--- config.mk ---
export PLATFORM = sky130hd
export DESIGN_NAME = operand_fetch
export DESIGN_NICKNAME = d
export VERILOG_FILES = /design/src/rtl/cpu_pkg.sv /design/src/rtl/operand_scoreboard.sv /design/src/rtl/operand_fetch.sv
export SDC_FILE = /design/constraint.sdc
export NUM_CORES = 1
export LEC_CHECK = 0
export BUFFER_PORTS_ARGS = -buffer_cell sky130_fd_sc_hd__buf_4
export CAP_MARGIN = 30
export CORE_UTILIZATION = 40
export CTS_CLUSTER_SIZE = 16
export DETAILED_ROUTE_END_ITERATION = 7
export PLACE_DENSITY = 0.72
export SLEW_MARGIN = 10
export SYNTH_ARGS = -nofsm -noshare
export SYNTH_HDL_FRONTEND = slang
export SYNTH_SLANG_ARGS = --single-unit
--- constraint.sdc ---
create_clock -name clk -period 4.51 [get_ports clk]
set_input_delay 0.902 -clock clk [delete_from_list [all_inputs] [get_ports clk]]
set_output_delay 0.902 -clock clk [all_outputs]
set_load 0.05 [all_outputs]
--- src/rtl/cpu_pkg.sv ---
// Shared core parameters and helpers.
// Used by operand fetch and the register file.
package cpu_pkg;

    localparam int DATABUS_SIZE      = 24;
    localparam int REGFILE_ADDR_BITS = 4;
    localparam int REGFILE_NUM_REGS  = 16;
    localparam int CTRL_BITS         = 8;

    typedef logic [DATABUS_SIZE-1:0]      data_t;
    typedef logic [REGFILE_ADDR_BITS-1:0] reg_idx_t;
    typedef logic [CTRL_BITS-1:0]         ctrl_t;

    // R0 is hardwired zero; a same-cycle writeback beats the register file.
    function automatic data_t bypass(
        input reg_idx_t idx,
        input data_t    rf_data,
        input logic     wb_we,
        input reg_idx_t wb_addr,
        input data_t    wb_data
    );
        if (idx == '0)
            return '0;
        else if (wb_we && wb_addr == idx)
            return wb_data;
        else
            return rf_data;
    endfunction

endpackage

--- src/rtl/operand_scoreboard.sv ---
// Per-register busy bits with set/clear and three
// writeback-aware hazard query ports.
module operand_scoreboard
    import cpu_pkg::*;
(
    input  logic     clk,
    input  logic     rst,
    input  logic     set_en,
    input  reg_idx_t set_idx,
    input  logic     clr_en,
    input  reg_idx_t clr_idx,
    input  reg_idx_t q_idx1,
    input  reg_idx_t q_idx2,
    input  reg_idx_t q_idx3,
    output logic     q_busy1,
    output logic     q_busy2,
    output logic     q_busy3
);

    logic [REGFILE_NUM_REGS-1:0] busy;

    // Set has priority so a new writer survives a retiring one.
    always_ff @(posedge clk) begin
        if (rst) begin
            busy <= '0;
        end else begin
            for (int r = 1; r < REGFILE_NUM_REGS; r++) begin
                if (set_en && set_idx == reg_idx_t'(r))
                    busy[r] <= 1'b1;
                else if (clr_en && clr_idx == reg_idx_t'(r))
                    busy[r] <= 1'b0;
            end
            busy[0] <= 1'b0;
        end
    end

    function automatic logic src_busy(input reg_idx_t idx);
        return busy[idx] && !(clr_en && clr_idx == idx);
    endfunction

    assign q_busy1 = src_busy(q_idx1);
    assign q_busy2 = src_busy(q_idx2);
    assign q_busy3 = src_busy(q_idx3);

endmodule

--- src/rtl/operand_fetch.sv ---
// Operand fetch stage: regfile read, writeback bypass,
// scoreboard interlock and one-entry output register.
module operand_fetch
    import cpu_pkg::*;
(
    input  logic                         clk,
    input  logic                         rst,
    input  logic                         in_valid,
    output logic                         in_ready,
    input  logic [REGFILE_ADDR_BITS-1:0] in_rs1,
    input  logic [REGFILE_ADDR_BITS-1:0] in_rs2,
    input  logic [REGFILE_ADDR_BITS-1:0] in_rd,
    input  logic                         in_rd_we,
    input  logic [CTRL_BITS-1:0]         in_ctrl,
    output logic [REGFILE_ADDR_BITS-1:0] rf_read_addr1,
    output logic [REGFILE_ADDR_BITS-1:0] rf_read_addr2,
    input  logic [DATABUS_SIZE-1:0]      rf_read_data1,
    input  logic [DATABUS_SIZE-1:0]      rf_read_data2,
    input  logic                         wb_write_enable,
    input  logic [REGFILE_ADDR_BITS-1:0] wb_write_addr,
    input  logic [DATABUS_SIZE-1:0]      wb_write_data,
    output logic                         out_valid,
    input  logic                         out_ready,
    output logic [DATABUS_SIZE-1:0]      out_op1,
    output logic [DATABUS_SIZE-1:0]      out_op2,
    output logic [REGFILE_ADDR_BITS-1:0] out_rd,
    output logic                         out_rd_we,
    output logic [CTRL_BITS-1:0]         out_ctrl,
    output logic [15:0]                  stall_cycles
);

    logic  busy_rs1, busy_rs2, busy_rd;
    logic  hazard, slot_free, accept;
    data_t op1, op2;

    assign rf_read_addr1 = in_rs1;
    assign rf_read_addr2 = in_rs2;

    operand_scoreboard u_scoreboard (
        .clk     (clk),
        .rst     (rst),
        .set_en  (accept && in_rd_we && in_rd != '0),
        .set_idx (in_rd),
        .clr_en  (wb_write_enable && wb_write_addr != '0),
        .clr_idx (wb_write_addr),
        .q_idx1  (in_rs1),
        .q_idx2  (in_rs2),
        .q_idx3  (in_rd),
        .q_busy1 (busy_rs1),
        .q_busy2 (busy_rs2),
        .q_busy3 (busy_rd)
    );

    assign hazard    = busy_rs1 || busy_rs2 || (in_rd_we && busy_rd);
    assign slot_free = !out_valid || out_ready;
    assign in_ready  = slot_free && !hazard;
    assign accept    = in_valid && in_ready;

    assign op1 = bypass(in_rs1, rf_read_data1, wb_write_enable,
                        wb_write_addr, wb_write_data);
    assign op2 = bypass(in_rs2, rf_read_data2, wb_write_enable,
                        wb_write_addr, wb_write_data);

    always_ff @(posedge clk) begin
        if (rst) begin
            out_valid <= 1'b0;
            out_op1   <= '0;
            out_op2   <= '0;
            out_rd    <= '0;
            out_rd_we <= 1'b0;
            out_ctrl  <= '0;
        end else if (accept) begin
            out_valid <= 1'b1;
            out_op1   <= op1;
            out_op2   <= op2;
            out_rd    <= in_rd;
            out_rd_we <= in_rd_we;
            out_ctrl  <= in_ctrl;
        end else if (out_ready) begin
            out_valid <= 1'b0;
        end
    end

    always_ff @(posedge clk) begin
        if (rst)
            stall_cycles <= '0;
        else if (in_valid && !in_ready && stall_cycles != 16'hFFFF)
            stall_cycles <= stall_cycles + 16'd1;
    end

endmodule
# [Yosys cells after proc, flatten, opt, wreduce, memory -nomap -nowiden]
# Cells that the tools add are included.
[totals] ff_bits=94 input_bits=102
[op_classes] addsub=1 order_cmp=3 eq_ne=34 n_mux=42 reduce_logical=75
[op_table] cell="2-to-1 mux 24 bit" count=4
[op_table] cell="equality test 4 bit, second input constant" count=16
[op_table] cell="logical AND 1 bit" count=46
[op_table] cell="2-to-1 mux 1 bit" count=35
[op_table] cell="equality test 4 x 3 -> 1 bit, second input constant" count=8
[op_table] cell="nonzero test 2 bit" count=16
[op_table] cell="adder 16 x 1 -> 16 bit, second input constant" count=1
[op_table] cell="equality test 4 x 2 -> 1 bit, second input constant" count=4
[op_table] cell="!= test 16 bit, second input constant" count=1
[op_table] cell="< comparator 4 x 5 -> 1 bit, second input constant" count=3
[op_table] cell="binary-select mux 1 bit (select 4 bit)" count=3
[op_table] cell="equality test 4 bit" count=3
[op_table] cell="equality test 4 x 1 -> 1 bit, second input constant" count=2
[op_table] cell="logical NOT 4 bit" count=2
[op_table] cell="nonzero test 4 bit" count=2
[op_table] cell="logical NOT 1 bit" count=6
[op_table] cell="logical OR 1 bit" count=3

# [Longest topological paths before layout]
[logic_depth] word_depth=14 mapped_depth=10 ltp_nobuf=7

# [Hierarchy]
# Synthesis repeated with hierarchy kept, for this count alone.
[unflattened] hier_cells=477 area_unflattened_um2=4889.7
[modules_own_cells] module="operand_fetch" instances=1 cells_per_inst=338 area_per_inst_um2=3723.6
[modules_own_cells] module="operand_scoreboard" instances=1 cells_per_inst=139 area_per_inst_um2=1166.1

# [Least setup slack after synthesis]
# OpenSTA, ideal clock, no wires.
[synth_timing] path_type="input -> output" start="in in_rd[1]" end="out in_ready" t_arrival_ns=2.676 required_time_ns=3.608 setup_slack_ns=0.932 cell_stages=6 path_cell_list="clkbuf_1 > mux2_2 > nor3b_1 > a31oi_1 > a41o_1 > nor2_1"
[synth_via] elab_chain_cells=8 word_cells_on_any_way=10
[synth_lines] item="from (decl)" line_no="operand_fetch.sv:12" rtl="input logic [REGFILE_ADDR_BITS-1:0] in_rd,"
[synth_lines] item="parallel branches: the longest is 3 deep, another holds binary-select mux 1 bit (select 4 bit)"
[synth_lines] item="logical AND 1 bit *" line_no="operand_scoreboard.sv:38" rtl="return busy[idx] && !(clr_en && clr_idx == idx);"
[synth_lines] item="logical AND 1 bit *" line_no="operand_fetch.sv:54" rtl="assign hazard = busy_rs1 || busy_rs2 || (in_rd_we && busy_rd);"
[synth_lines] item="logical OR 1 bit *" line_no="operand_fetch.sv:54"
[synth_lines] item="logical NOT 1 bit *" line_no="operand_fetch.sv:56" rtl="assign in_ready = slot_free && !hazard;"
[synth_lines] item="logical AND 1 bit *" line_no="operand_fetch.sv:56"
[synth_lines] item="to (decl)" line_no="operand_fetch.sv:9" rtl="output logic in_ready,"
# Every way passes the cells marked *. The select of a mux whose other input is x is not followed.

# [Worst setup path after layout]
[layout_timing] start="in wb_write_addr[0]" end="out in_ready"
[layout_via] elab_chain_cells=9 word_cells_on_any_way=19
[layout_lines] item="from (decl)" line_no="operand_fetch.sv:20" rtl="input logic [REGFILE_ADDR_BITS-1:0] wb_write_addr,"
[layout_lines] item="nonzero test 4 bit" line_no="operand_fetch.sv:44" rtl=".clr_en (wb_write_enable && wb_write_addr != '0),"
[layout_lines] item="logical AND 1 bit" line_no="operand_fetch.sv:44"
[layout_lines] item="logical AND 1 bit" line_no="operand_scoreboard.sv:38"
[layout_lines] item="logical NOT 1 bit" line_no="operand_scoreboard.sv:38"
[layout_lines] item="logical AND 1 bit" line_no="operand_scoreboard.sv:38"
[layout_lines] item="logical OR 1 bit or logical AND 1 bit (tied branches)" line_no="operand_fetch.sv:54"
[layout_lines] item="logical OR 1 bit *" line_no="operand_fetch.sv:54"
[layout_lines] item="logical NOT 1 bit *" line_no="operand_fetch.sv:56"
[layout_lines] item="logical AND 1 bit *" line_no="operand_fetch.sv:56"
# Every way passes the cells marked *; elsewhere a longest branch is shown, timed or not.

==> flow_summary_export.csv <==
group,metric,value,unit
placement,placed_cells,809,
synthesis,yosysTopAreaCellShare,38.52,%
clocking,cts_max_level,3,
cells_and_area,mostFrequentLayoutCell,"buf_4",
timing,slew_viol_final,0,
cells_and_area,num_antenna_cells,0,
clocking,cts_resized,0,
clocking,cts_buffers,9,
timing,maxSlewHeadroom,45.71,%
power_and_ir_drop,p_comb_share,23.1,%
timing,tns,0,ns
synthesis,syn_area,4833,µm²
cells_and_area,nets,780,
timing,finalHoldViolations,0,
cells_and_area,final_cell_mix,"buf_4, dfxtp_1, mux2i_1",
synthesis,synth.avg_cell_area,9.206,µm²
placement,io_buffers,188,
synthesis,synth.distinct_cells,58,
clocking,insertion_delay,0.34,ns
clocking,clkSlewWorstSetupHoldPaths,0.06,ns
timing,setup_viol,0,
grt,antenna_found_initial,0,
timing,timing.fmax,277.7,MHz
synthesis,ys_warn_count,0,
drt,drt-initial-drc-count,283,
synthesis,synthFlopType,"dfxtp_1",
worst_setup_path,crit_arrival,2.70,ns
placement,hpwl,10610,µm
power_and_ir_drop,p_clk_share,38.0,%
power_and_ir_drop,power.internal,1602,µW
worst_setup_path,crit_path_end,"in_ready",
cells_and_area,final_cells,825,
floorplan,start_util,41.62,%
worst_setup_path,cp.required,3.61,ns
grt,track_usage,22.50,%
worst_setup_path,end_kind,"output port",
worst_setup_path,ff2ff_setup_slack,1.61,ns
synthesis,synth_area_leaders,"dfxtp_1, mux2i_1, a31o_2",
floorplan,fp.dieArea,12530,µm²
drt,vias,4684,
power_and_ir_drop,p_switching,671.7,µW
worst_setup_path,r2r-end,"stall_cycles[15]",
drt,drc,7,
worst_setup_path,r2r-start,"u_scoreboard.busy[7]",
clocking,numClockSinks,93,
timing,rsz0062_at_grt,"no",
floorplan,ios,189,
drt,drt_wl_total,14160,µm
grt,grt-ovfl-total,0,
synthesis,async_reset_ff_share,0,%
timing,min_period_over_period,79.85,%
drt,via_per_inst,5.678,
drt,wl_per_cell,17.16,µm
synthesis,synth-edff-count,0,
floorplan,fp.coreArea,11610,µm²
clocking,clock_path_buffers,2,
synthesis,yosysTopAreaCell,"dfxtp_1",
drt,postRouteAntennaNets,0,
grt,grt_pass1_vias,4522,
placement,place_congestion,0.8870,
worst_setup_path,start_kind,"primary input",
worst_setup_path,worstSetupPathType,"primary input to output port",
run_status,run_status,"finished, violations left",
synthesis,synth_nets,628,
grt,grt_max_degree,54,
cells_and_area,drive_above_1_share,41.20,%
timing,whs,0.4592,ns
floorplan,die_w,111.9,µm
clocking,root_buffer,"clkbuf_16",
cells_and_area,syn_to_final_growth,36.81,%
drt,first_pass_iters,6,
power_and_ir_drop,ir_drop,216.9,µV
worst_setup_path,cp_max_fo,11,
run_status,violations,"DRC",
synthesis,seq_area_frac_synth,38.52,%
power_and_ir_drop,seqPwrFrac,38.9,%
power_and_ir_drop,switching_share,29.54,%
floorplan,floorplan.die.height,111.9,µm
power_and_ir_drop,powerDensity,343.8,nW/µm²
power_and_ir_drop,leakagePower,0.002693,µW
synthesis,synth_cells,525,
grt,grt_pass1_wl,22560,µm
clocking,cts_tree,"built",
timing,clock_skew,0.007579,ns
clocking,cts-hold-fix-buffers,0,
synthesis,ys_seq_elements,93,
hold_path,hold_class,"register to register",
worst_setup_path,crit_start,"wb_write_addr[0]",
job,cap_viol_max_count,0,
timing,period_needed,3.601,ns
clocking,cts_setup_buffers,0,
worst_setup_path,reg2regPathDepth,8,
timing,worst_slew_pin_slew,0.8055,ns
floorplan,rows,39,
metrics by stage:
stage | instance area, µm² | setup WS (ns) | power (µW) | util, %
floorplan | 4833 | 0.9324 | 1239 | -
global placement | 6255 | 0.7821 | 1419 | 53.86
detailed placement | 6266 | 0.8145 | 1429 | 53.95
CTS | 6613 | 0.9131 | 2297 | 56.94
global route | 6613 | 0.8452 | 2366 | 56.94
finish | 6613 | 0.9089 | 2274 | 56.94
worst max-delay path: stages:
cell and delay [ns]:
buf_4 0.15, or4_1 0.55, nand3_1 0.11, nor4_1 0.06, o32ai_2 0.58, nor2_1 0.11, buf_4 0.21
how the worst min path moves through the flow:
stage | start | endpoint | slack [ns] | depth (start not counted)
final | out_rd[3] | out_rd[3] | 0.46 | 2
after global placement | out_ctrl[6] | out_ctrl[6] | 0.44 | 2
after global routing | out_ctrl[4] | out_ctrl[4] | 0.49 | 2
after CTS | out_rd[3] | out_rd[3] | 0.46 | 2
after detailed placement | out_rd[3] | out_rd[3] | 0.45 | 2
after floorplan | u_scoreboard.busy[4] | u_scoreboard.busy[4] | 0.48 | 2
sequential cells by signal (all words and copies together) (netlist names):
signal	count
out_op1	24
out_op2	24
stall_cycles	16
u_scoreboard.busy	15
out_ctrl	8
out_rd	4
out_rd_we	1
out_valid	1
cell usage after synthesis (5+ instances only):
master    instances
dfxtp_1          93
mux2i_1          57
nor3_1           51
a31o_2           48
nand2_1          39
clkbuf_1         36
a21oi_1          24
o21ai_0          21
xor2_1           12
nor2_1           10
buf_2             9
buf_4             9
o22ai_1           7
or3_1             7
or4_1             7
nand3_1           6
o211ai_1          6
o31ai_1           6
inv_1             5
mux4_2            5
cell type report:
cell class | count | area [µm²]
Inverter | 6 | 22.52
Multi-Input combinational cell | 370 | 2708
Timing Repair Buffer | 197 | 1495
Clock buffer | 9 | 225.2
Sequential cell | 93 | 1862
Clock inverter | 7 | 121.4
Fill cell | 1065 | 5001
Tap cell | 143 | 178.9
kinds of logic after synthesis:
kind of cell	share of synthesized area (%)
AO/OA/AOI/OAI	19.98
XOR/XNOR	2.718
adder cells (fa/ha/maj)	0.2588
buffers and inverters	6.057
flip-flops	38.52
multiplexers	15.38
AND/OR/NAND/NOR	17.09
metal layers:
layer,vias to the layer above,GRT usage (%),wire (µm)
li1,2267,-,-
met1,2236,27.99,5988
met2,165,38.10,7021
met3,16,5.389,940
met4,0,7.477,208
met5,-,0,0
power by group through the flow:
stage / Sequential, µW / Clock, µW / Combinational (µW)
floorplan: 1030 / 0 / 206
finish: 885 / 864 / 525
global route: 890 / 921 / 555
CTS: 885 / 885 / 526
global placement: 902 / 0 / 517
detailed placement: 903 / 0 / 526
(Power assumes the default switching activity.)
